File: src/rtl/instr_encoder.sv
// rtl/instr_encoder.sv - RV32I field-bundle encoder with 2-entry output FIFO and issue counter
//
// Packs an RV32I instruction word from the fields on the input bundle,
// combinationally. The word and its illegal flag are buffered in a two-entry
// FIFO. A saturating counter tracks completed output handshakes.
//
// Ports:
//   clk, rst_n           clock, asynchronous active-low reset
//   in_valid / in_ready  input bundle handshake
//   fmt                  0=R 1=I 2=S 3=B 4=U 5=J, 6..7 reserved (illegal)
//   opcode, funct3, funct7, rd, rs1, rs2, imm   instruction fields
//   out_valid / out_ready  output word handshake
//   out_instr, out_illegal head-of-FIFO word and its illegal flag
//   clr_cnt              synchronous clear of issued_cnt
//   issued_cnt, cnt_sat  output-transfer count, high when at MAX_CNT
module instr_encoder #(
  parameter int CNT_W   = 8,
  parameter int MAX_CNT = 200
) (
  input  logic             clk,
  input  logic             rst_n,
  input  logic             in_valid,
  output logic             in_ready,
  input  logic [2:0]       fmt,
  input  logic [6:0]       opcode,
  input  logic [2:0]       funct3,
  input  logic [6:0]       funct7,
  input  logic [4:0]       rd,
  input  logic [4:0]       rs1,
  input  logic [4:0]       rs2,
  input  logic [31:0]      imm,
  output logic             out_valid,
  input  logic             out_ready,
  output logic [31:0]      out_instr,
  output logic             out_illegal,
  input  logic             clr_cnt,
  output logic [CNT_W-1:0] issued_cnt,
  output logic             cnt_sat
);

  localparam logic [CNT_W-1:0] CNT_MAX = CNT_W'(MAX_CNT);

  logic [31:0] enc_word;
  logic        enc_illegal;

  // Immediate bits outside a format's field are simply dropped.
  always_comb begin
    enc_word    = '0;
    enc_illegal = 1'b0;
    case (fmt)
      3'd0: enc_word = {funct7, rs2, rs1, funct3, rd, opcode};
      3'd1: enc_word = {imm[11:0], rs1, funct3, rd, opcode};
      3'd2: enc_word = {imm[11:5], rs2, rs1, funct3, imm[4:0], opcode};
      3'd3: enc_word = {imm[12], imm[10:5], rs2, rs1, funct3, imm[4:1], imm[11], opcode};
      3'd4: enc_word = {imm[31:12], rd, opcode};
      3'd5: enc_word = {imm[20], imm[10:1], imm[11], imm[19:12], rd, opcode};
      default: enc_illegal = 1'b1;
    endcase
    if (opcode[1:0] != 2'b11) enc_illegal = 1'b1;
    // Branch/jump offsets are in halfwords; an odd byte offset cannot be encoded.
    if ((fmt == 3'd3 || fmt == 3'd5) && imm[0]) enc_illegal = 1'b1;
    if (enc_illegal) enc_word = '0;
  end

  logic [32:0] mem [2];
  logic        wr_ptr;
  logic        rd_ptr;
  logic [1:0]  count;
  logic        push;
  logic        pop;

  assign in_ready    = (count != 2'd2);
  assign out_valid   = (count != 2'd0);
  assign push        = in_valid && in_ready;
  assign pop         = out_valid && out_ready;
  assign out_instr   = mem[rd_ptr][31:0];
  assign out_illegal = mem[rd_ptr][32];

  always_ff @(posedge clk or negedge rst_n) begin
    if (!rst_n) begin
      mem[0] <= '0;
      mem[1] <= '0;
      wr_ptr <= 1'b0;
      rd_ptr <= 1'b0;
      count  <= 2'd0;
    end else begin
      if (push) begin
        mem[wr_ptr] <= {enc_illegal, enc_word};
        wr_ptr      <= ~wr_ptr;
      end
      if (pop) rd_ptr <= ~rd_ptr;
      case ({push, pop})
        2'b10:   count <= count + 2'd1;
        2'b01:   count <= count - 2'd1;
        default: count <= count;
      endcase
    end
  end

  always_ff @(posedge clk or negedge rst_n) begin
    if (!rst_n) begin
      issued_cnt <= '0;
    end else if (clr_cnt) begin
      issued_cnt <= '0;
    end else if (pop && issued_cnt != CNT_MAX) begin
      issued_cnt <= issued_cnt + 1'b1;
    end
  end

  assign cnt_sat = (issued_cnt == CNT_MAX);

endmodule

File: config.mk
export PLATFORM = sky130hd
export DESIGN_NAME = instr_encoder
export DESIGN_NICKNAME = d
export VERILOG_FILES = /design/src/rtl/instr_encoder.sv
export SDC_FILE = /design/constraint.sdc
export NUM_CORES = 1
export LEC_CHECK = 0
export ABC_CLOCK_PERIOD_IN_PS = 1770
export BUFFER_PORTS_ARGS = -buffer_cell sky130_fd_sc_hd__clkbuf_2
export CAP_MARGIN = 20
export CORE_ASPECT_RATIO = 0.9
export CORE_MARGIN = 3
export CORE_UTILIZATION = 40
export DETAILED_ROUTE_END_ITERATION = 7
export GPL_ROUTABILITY_DRIVEN = 1
export GPL_TIMING_DRIVEN = 0
export PLACE_DENSITY = 0.68
export RECOVER_POWER = 100
export SLEW_MARGIN = 10
export SYNTH_ARGS = -nofsm -noshare
export SYNTH_HDL_FRONTEND = slang
export SYNTH_SLANG_ARGS = --single-unit
File: constraint.sdc
create_clock -name clk -period 1.77 [get_ports clk]
set_input_delay 0.177 -clock clk [delete_from_list [all_inputs] [get_ports clk]]
set_output_delay 0.177 -clock clk [all_outputs]
set_load 0.01 [all_outputs]
* Word-level counts from Yosys, hierarchy flattened
Cells that the tools add are included.
Cells by class: add/subtract/negate cells 3, $lt $le $gt $ge 3, equal/unequal tests 11, mux-type cells 14, bitwise logic cells 4, reductions and logical operators 11
Operator list (number):
- 32-bit one-hot mux with 6 select lines | 1
- 33-bit two-way mux | 4
- 66-bit bitwise mux | 1
- 33-bit demux with 1-bit select | 1
- 32-bit two-way mux | 1
- 8-bit two-way mux | 2
- 8-bit by 1-bit adder with 8-bit output, second input constant | 1
- 8-bit == test, second input constant | 1
- 8-bit inequality test, second input constant | 1
- 3-bit by 2-bit == test with 1-bit output, second input constant | 2
- 3-bit == test, second input constant | 2
- 2-bit nonzero test | 3
- 6-bit OR reduction | 1
- 1-bit logical AND | 5
- 2-bit >= comparator, second input constant | 2
- 2-bit inequality test, second input constant | 2
- 1-bit inverter with 2-bit output | 2
- 2-bit one-hot mux with 2 select lines | 1
- 3-bit by 1-bit == test with 1-bit output, second input constant | 1
- 3-bit logical NOT | 1
- 1-bit two-way mux | 3
- 2-bit by 1-bit adder with 2-bit output, second input constant | 1
- 2-bit by 1-bit == test with 1-bit output, second input constant | 1
- 2-bit == test, second input constant | 1
- other kinds (4) | 5
Word-level totals: flip-flop bits (word level) 78, input bits 72, output and inout port bits 44, word-level logic and storage cells 52

* Longest topological paths before layout
Gate-level depths: netlist (run 1).
depth after elaboration 7, gate-level depth with buffers 6, gate-level depth less buffers 6

* Worst setup path before layout (run 1)
No wires, ideal clock.
kind register -> register, start point reg count[0], end point reg mem[53] in the netlist's numbering, library setup time 0.125 ns, arrival 1.329 ns, required time 1.645 ns, path slack 0.316 ns, cell stages (with the launch flop) 5, buffers on the path 1, period minus slack after synthesis 1.454 ns, cells stage by stage dfrtp_1 > nand2b_1 > nand3b_1 > buf_2 > mux2_2
Between the ends: longest elaborated chain between the ends 2
Ends and longest elaborated chain:
- start: declaration | RTL line 68 | logic [1:0] count;
- start signal: assignment | RTL line 93 | 2'b10: count <= count + 2'd1;
- start signal: assignment | RTL line 94 | 2'b01: count <= count - 2'd1;
- start signal: assignment | RTL line 95 | default: count <= count;
- 2-bit inequality test | RTL line 72 | assign in_ready = (count != 2'd2);
- named net in_ready | RTL line 23 | output logic in_ready,
- 1-bit logical AND | RTL line 74 | assign push = in_valid && in_ready;
- end signal: indexed assignment | RTL line 88 | mem[wr_ptr] <= {enc_illegal, enc_word};
- end: declaration | RTL line 65 | logic [32:0] mem [2];
The timed path passes the listed nets, and every way through them passes these cells. A chain may end at the register's enable or synchronous reset.

* Final worst setup path (run 1)
start point reg rd_ptr, end point out out_instr[7]
Between the ends: longest elaborated chain between the ends 4
Ends and longest elaborated chain:
- start: declaration | RTL line 67 | logic rd_ptr;
- start signal: assignment | RTL line 91 | if (pop) rd_ptr <= ~rd_ptr;
- 1-bit inverter with 2-bit output (not written as such) | RTL line 76 | assign out_instr = mem[rd_ptr][31:0];
- 33-bit two-way mux (3 in a row)
- end: declaration | RTL line 34 | output logic [31:0] out_instr,
Every way passes these cells. The select of a mux whose other input is x is not followed.

==> metrics.yaml, run 1 <==
total_power_mw: 5.95
synth_warnings: 0
num_rows: 33
ios: 116
critPathKind: "flip-flop to output pin"
fill_cells: 885
finalWeightedCongestion: 0.765
antenna_found_initial: 0
grt_pass1_wl_um: 17600
yosysSeqAreaShare: 0.488
syn_inst: 389
hold_violations: 0
dp.cells: 625
die-height_um: 101
path_max_fanout: 10
synth_flop_cell: "dfrtp_1"
vias: 3420
fin_crit_sh: 0.953
max-cap-violations: 0
cts.clk_slew.worst_paths_ps: 80
cts_sinks: 78
core-area_um2: 9410
viasPerCell: 5.34
dp_hpwl_um: 8060
fin_nets: 589
async_reset_ff_frac: 1.00
p_leak_nw: 2.40
power_density_nw_per_um2: 1210
root_buffer: "clkbuf_8"
first_pass_iters: 4
critPathLaunchType: "flip-flop"
ys_types: 42
rsz0062_at_grt: "false"
drive_above_1_share: 0.335
track_usage: 0.195
grt_max_degree: 48
numPortBuffers: 113
slew_viol_final: 0
avgRoutedWirePerCell_um: 16.7
drc: 0
tightest_slew_ps: 1160
multi_input_area_um2: 1870
clock.fmax_mhz: 593
ant_nets: 0
clock_path_buffers: 2
crit_arrival_ps: 1510
start_util: 0.425
setup_slack_ps: 83.5
crit_path_end_kind: "output pin"
outcome: "completed"
die_x_um: 111
clock_latency_ps: 350
htreeDepth: 3
postCtsSetupRepairBufs: 0
avgSynthCellArea_um2: 10.3
synthesis.nets: 464
drtIter0Drc: 207
fin_cells: 641
period_minus_slack_ps: 1690
synth-edff-count: 0
dpl_worst_slack_ps: 49.0
grt_overflow_total: 0
wirelength_um: 10700
ys_seq_elements: 78
cts_tree: "built"
slew_headroom: 0.228
worstHoldPathType: "primary input to flip-flop"
setup_viol_count_final: 0
finalClockSkew_ps: 9.93
ff_latch_area_um2: 1950
die-area_um2: 11200
required_ps: 1590
grt_pass1_vias: 3473
irDropWorstVdd_mv: 0.507
netlist_area_um2: 4000
antenna_cells: 0
syn2layout_area_growth_pct: 23.2
cts_buffers: 9
==> flip-flops by register name, indices dropped and copies added, names as in the netlist <==
signal,flops
mem,66
rd_ptr,1
count,2
issued_cnt,8
wr_ptr,1
==> metal layers <==
layer	track usage	up-vias	part of all wire
met1	0.266	1686	0.45
met2	0.323	92	0.50
met3	0.0372	6	0.050
li1	-	1636	-
met4	0.0505	0	0.0070
met5	0	-	0
==> area by class of cell <==
type | count | share of cell area
Sequential cell | 78 | 0.396
Multi-Input combinational cell | 275 | 0.379
Timing Repair Buffer | 115 | 0.113
Buffer | 29 | 0.0371
Tap cell | 122 | 0.0310
Clock buffer | 11 | 0.0267
Clock inverter | 5 | 0.0122
Inverter | 6 | 0.00457
==> report_power, final <==
group	switching, mW	total, mW	internal, mW
clock network	0.634	1.29	0.655
registers	0.225	2.42	2.19
logic	1.27	2.24	0.973
total	2.13	5.95	3.82
==> what timing repair did <==
action,in CTS,in global routing
resized for setup,4,15
hold buffers,1,0
endpoints found under the setup margin,28,54
hold endpoints to repair,46,0
==> path summary, 6_finish.rpt <==
kind                                end  cells past startpoint      start  slack (ps)
setup / recovery           out_instr[7]                      4     rd_ptr          80
hold / removal                   mem[6]                      3  opcode[6]          80
setup reg to reg                 mem[5]                      6   count[0]         150
hold reg to reg                 mem[43]                      2    mem[43]         480
max in group asynchronous        mem[8]                      3      rst_n         300
min in group asynchronous        mem[4]                      2      rst_n         590
==> cell usage in the layout, fill, tap and decap left out, types with 2 or more instances in the layout <==
master    count
clkbuf_2     93
and2_1        2
inv_1         6
buf_6         4
nand2b_1      2
xnor2_1       3
or3_1         2
o31ai_1      18
a22o_1        9
a21boi_1      4
buf_2         6
a32oi_1       4
mux2i_1       3
ha_1          3
clkbuf_8      9
a21o_1        4
mux2_2       46
o21ai_0      37
clkbuf_1     33
a22oi_1       4
nor2_1       12
a31oi_1       6
nand4_1       3
nand3_1       3
xor2_1        7
clkinv_4      2
nand2_1      68
nor2b_1       4
mux2_1        3
dfrtp_1      78
a21oi_1      11
buf_4         6
nor4b_1       6
==> worst max-delay path, cell delays in order, from the launching register on <==
cell      delay [ps]
dfrtp_1          350
buf_6            140
buf_6            180
mux2_2           360
clkbuf_2         130
==> Yosys cell counts (3+ instances only) <==
library cell,count,share of area
a21oi_1,11,0.014
buf_4,6,0.011
o31ai_1,18,0.034
dfrtp_1,78,0.49
clkbuf_1,9,0.0084
buf_2,12,0.015
a22o_1,9,0.020
nor2b_1,4,0.0063
xnor2_1,3,0.0066
a21o_1,4,0.0075
nand4_1,3,0.0047
inv_1,6,0.0056
o21ai_0,36,0.045
nand3_1,3,0.0038
mux2i_1,3,0.0075
mux2_2,49,0.14
a32oi_1,4,0.0088
ha_1,3,0.0094
nor2_1,12,0.011
xor2_1,7,0.015
a22oi_1,4,0.0075
nand2_1,68,0.064
a21boi_1,4,0.0075
a31oi_1,6,0.0094
nor4b_1,6,0.013
==> metrics by stage <==
stage / utilization / hold slack (ps) / area (um2) / setup TNS (ps)
after floorplan: - / -119 / 4000 / 0
after global placement: 0.501 / 430 / 4720 / -12120
after detailed placement: 0.503 / 271 / 4740 / 0
after CTS: 0.526 / 73.4 / 4950 / -646
after global routing: 0.523 / 74.2 / 4930 / 0
final: 0.523 / 82.0 / 4930 / 0
==> kinds of logic (layout without fill, tap and decap cells) <==
| logic type | after synthesis | after routing | share of synthesized area |
|---|---|---|---|
| xor+xnor | 10 | 10 | 0.0219 |
| simple gates | 105 | 105 | 0.118 |
| mux | 52 | 52 | 0.145 |
| fa+ha+maj | 3 | 3 | 0.00939 |
| buf+inv | 36 | 166 | 0.0435 |
| flops | 78 | 78 | 0.488 |
| compound gates | 105 | 105 | 0.174 |
(Power assumes the default switching activity.)
==> run 2: changes to the inputs <==
CORE_UTILIZATION = 52   (was 40)
PLACE_DENSITY = 0.84   (was 0.68)
==> run 2 against run 1 <==
Net effect:
- flip-flop and latch count is the same
- cell count down 4.4%
- clock power grew 12%
- via count grew 2.9%
- fmax is 1.7% lower
- largest cell class unchanged
- routed wire length shrank 1.7%
- largest power group unchanged
- setup slack worse by 29 ps
- die area fell by 22%
- sequential power about the same
==> metrics.yaml, run 2 (synthesis gave the netlist of run 1 again) <==
met3_length_um: 749  # +40%
cts.clk_slew.worst_paths_ps: 80  # about the same
first_pass_iters: 5  # +1
num_rows: 29  # -12%
top_layer: "met4"
clock_latency_ps: 350  # about the same
ant_nets: 0  # unchanged
fill_cells: 591  # -33%
crit_path_end_kind: "output pin"
grt_max_degree: 49  # +2.1%
slew_viol_final: 0  # unchanged
power_density_nw_per_um2: 1250  # +3.5%
cts_sinks: 78  # unchanged
hold_violations: 0  # unchanged
fin_nets: 591  # +0.34%
avgRoutedWirePerCell_um: 17.2  # +2.8%
required_ps: 1590  # about the same
die-area_um2: 8780  # -22%
die-height_um: 89.2  # -12%
max-cap-violations: 0  # unchanged
outcome: "completed"
drtIter0Drc: 198  # -4.3%
worstHoldPathType: "primary input to flip-flop"
vias: 3518  # +2.9%
drc: 0  # unchanged
path_max_fanout: 10  # unchanged
dr_wl_met2_um: 5180  # -2.7%
grt_pass1_wl_um: 16900  # -4.2%
drive_above_1_share: 0.375  # +0.0397
largest_reg_flops: 66  # unchanged
slowest_delay_ps: 360  # about the same
viasPerCell: 5.74  # +7.6%
track_usage: 0.245  # +0.0499
startpoint: "rd_ptr"
wirelength_um: 10500  # -1.7%
crit_arrival_ps: 1540  # +30 ps
finalWeightedCongestion: 0.820  # +7.1%
r2r_start: "issued_cnt[0]"
hold_path.startpoint: "opcode[6]"
p_leak_nw: 2.47  # +2.8%
antenna_cells: 0  # unchanged
fin_cells: 613  # -4.4%
numPortBuffers: 113  # unchanged
postLayoutCoreUtil: 0.682  # +0.159
final_common_cell: "clkbuf_2"
slew_headroom: 0.499  # +0.271
grt_overflow_total: 0  # unchanged
fin_crit_sh: 0.969  # +0.0164
root_buffer: "clkbuf_8"
cts_tree: "built"
critPathLaunchType: "flip-flop"
largestRegisters: "mem (66), issued_cnt (8), count (2)"
regMostFlops: "mem"
setup_viol_count_final: 0  # unchanged
cts_buffers: 9  # unchanged
dp_hpwl_um: 7710  # -4.4%
m1WireLength_um: 4440  # -7.3%
irDropWorstVdd_mv: 0.602  # +19%
start_util: 0.551  # +0.126
critPathKind: "flip-flop to output pin"
grt_pass1_vias: 3476  # +0.086%
core-area_um2: 7260  # -23%
period_minus_slack_ps: 1720  # +29.1 ps
dp.cells: 596  # -4.6%
path_cells: "buf_4 -> buf_8 -> mux2_2 -> clkbuf_2"
setup_tns_ps: 0  # unchanged
tightest_slew_ps: 751  # -407 ps
htreeDepth: 3  # unchanged
clock_path_buffers: 2  # unchanged
finalClockSkew_ps: 11.4  # +1.49 ps
syn2layout_area_growth_pct: 23.8
die_x_um: 98.4  # -12%
crit_path_top_delay_cell: "mux2_2"
ios: 116  # unchanged
total_power_mw: 6.19  # +4.0%
layout_common_cells: "clkbuf_2, dfrtp_1, nand2_1, mux2_2, o21ai_0"
antenna_found_initial: 0  # unchanged
clock.fmax_mhz: 583  # -1.7%
-- run 2: changes by cell type in the layout (fill, tap and decap cells not counted), moves of 2 or more --
cell,before,now
buf_2,6,8
o21ai_0,37,35
clkbuf_1,33,18
mux2_2,46,49
buf_8,1,3
buf_6,4,0
mux2_1,3,0
clkbuf_2,93,107
buf_4,6,9
-- run 2: layer usage --
layer,GRT usage,vias to the layer above
met4,0.0720,0
met3,0.0593,17
met5,0,-
met1,0.323,1724
li1,-,1644
met2,0.409,133
-- run 2: final cells by class --
cell class | instances | area, um2 | area share
Buffer | 30 | 191 | 0.0387
Inverter | 6 | 22.5 | 0.00455
Clock buffer | 12 | 145 | 0.0293
Tap cell | 93 | 116 | 0.0235
Timing Repair Buffer | 116 | 578 | 0.117
Clock inverter | 3 | 68.8 | 0.0139
Sequential cell | 78 | 1950 | 0.394
Multi-Input combinational cell | 275 | 1880 | 0.379
-- run 2: worst max-delay path, delay by kind of cell (launching register included) --
kind	cells	cell delay, ps
mux	1	360
flops	1	330
buf+inv	3	490
-- run 2: final timing paths --
path                       depth (start not counted)  slack (ps)             to
max                                                4          50  out_instr[21]
min                                                3          70         mem[6]
max reg2reg                                        7         150  issued_cnt[6]
min reg2reg                                        2         470        mem[31]
max in group asynchronous                          3         250        mem[25]
min in group asynchronous                          2         410        mem[36]
-- run 2: through the flow --
step                      worst slack (ps)  hold WS, ps  cell area, um2
after CTS                            -35.5         58.2            4940
after global routing                 -7.98         87.1            4950
after global placement                -109          425            4680
final                                 54.4         65.3            4950
after detailed placement              53.0          174            4710
after floorplan                        316         -119            4000
-- run 2: power breakdown --
part           leakage, nW  total (mW)  switching, mW  internal (mW)
sequential            1.06        2.42          0.229           2.20
clock                0.107        1.45          0.619          0.829
combinational         1.30        2.32           1.29           1.02
total                 2.47        6.19           2.14           4.05
-- run 2: repair_timing --
| action | CTS | global route |
|---|---|---|
| hold endpoints to repair | 30 | 0 |
| pin swaps | 0 | 1 |
| gates resized for setup | 4 | 17 |
| endpoints found under the setup margin | 28 | 53 |
| hold buffers | 1 | 0 |
| buffers inserted | 0 | 1 |
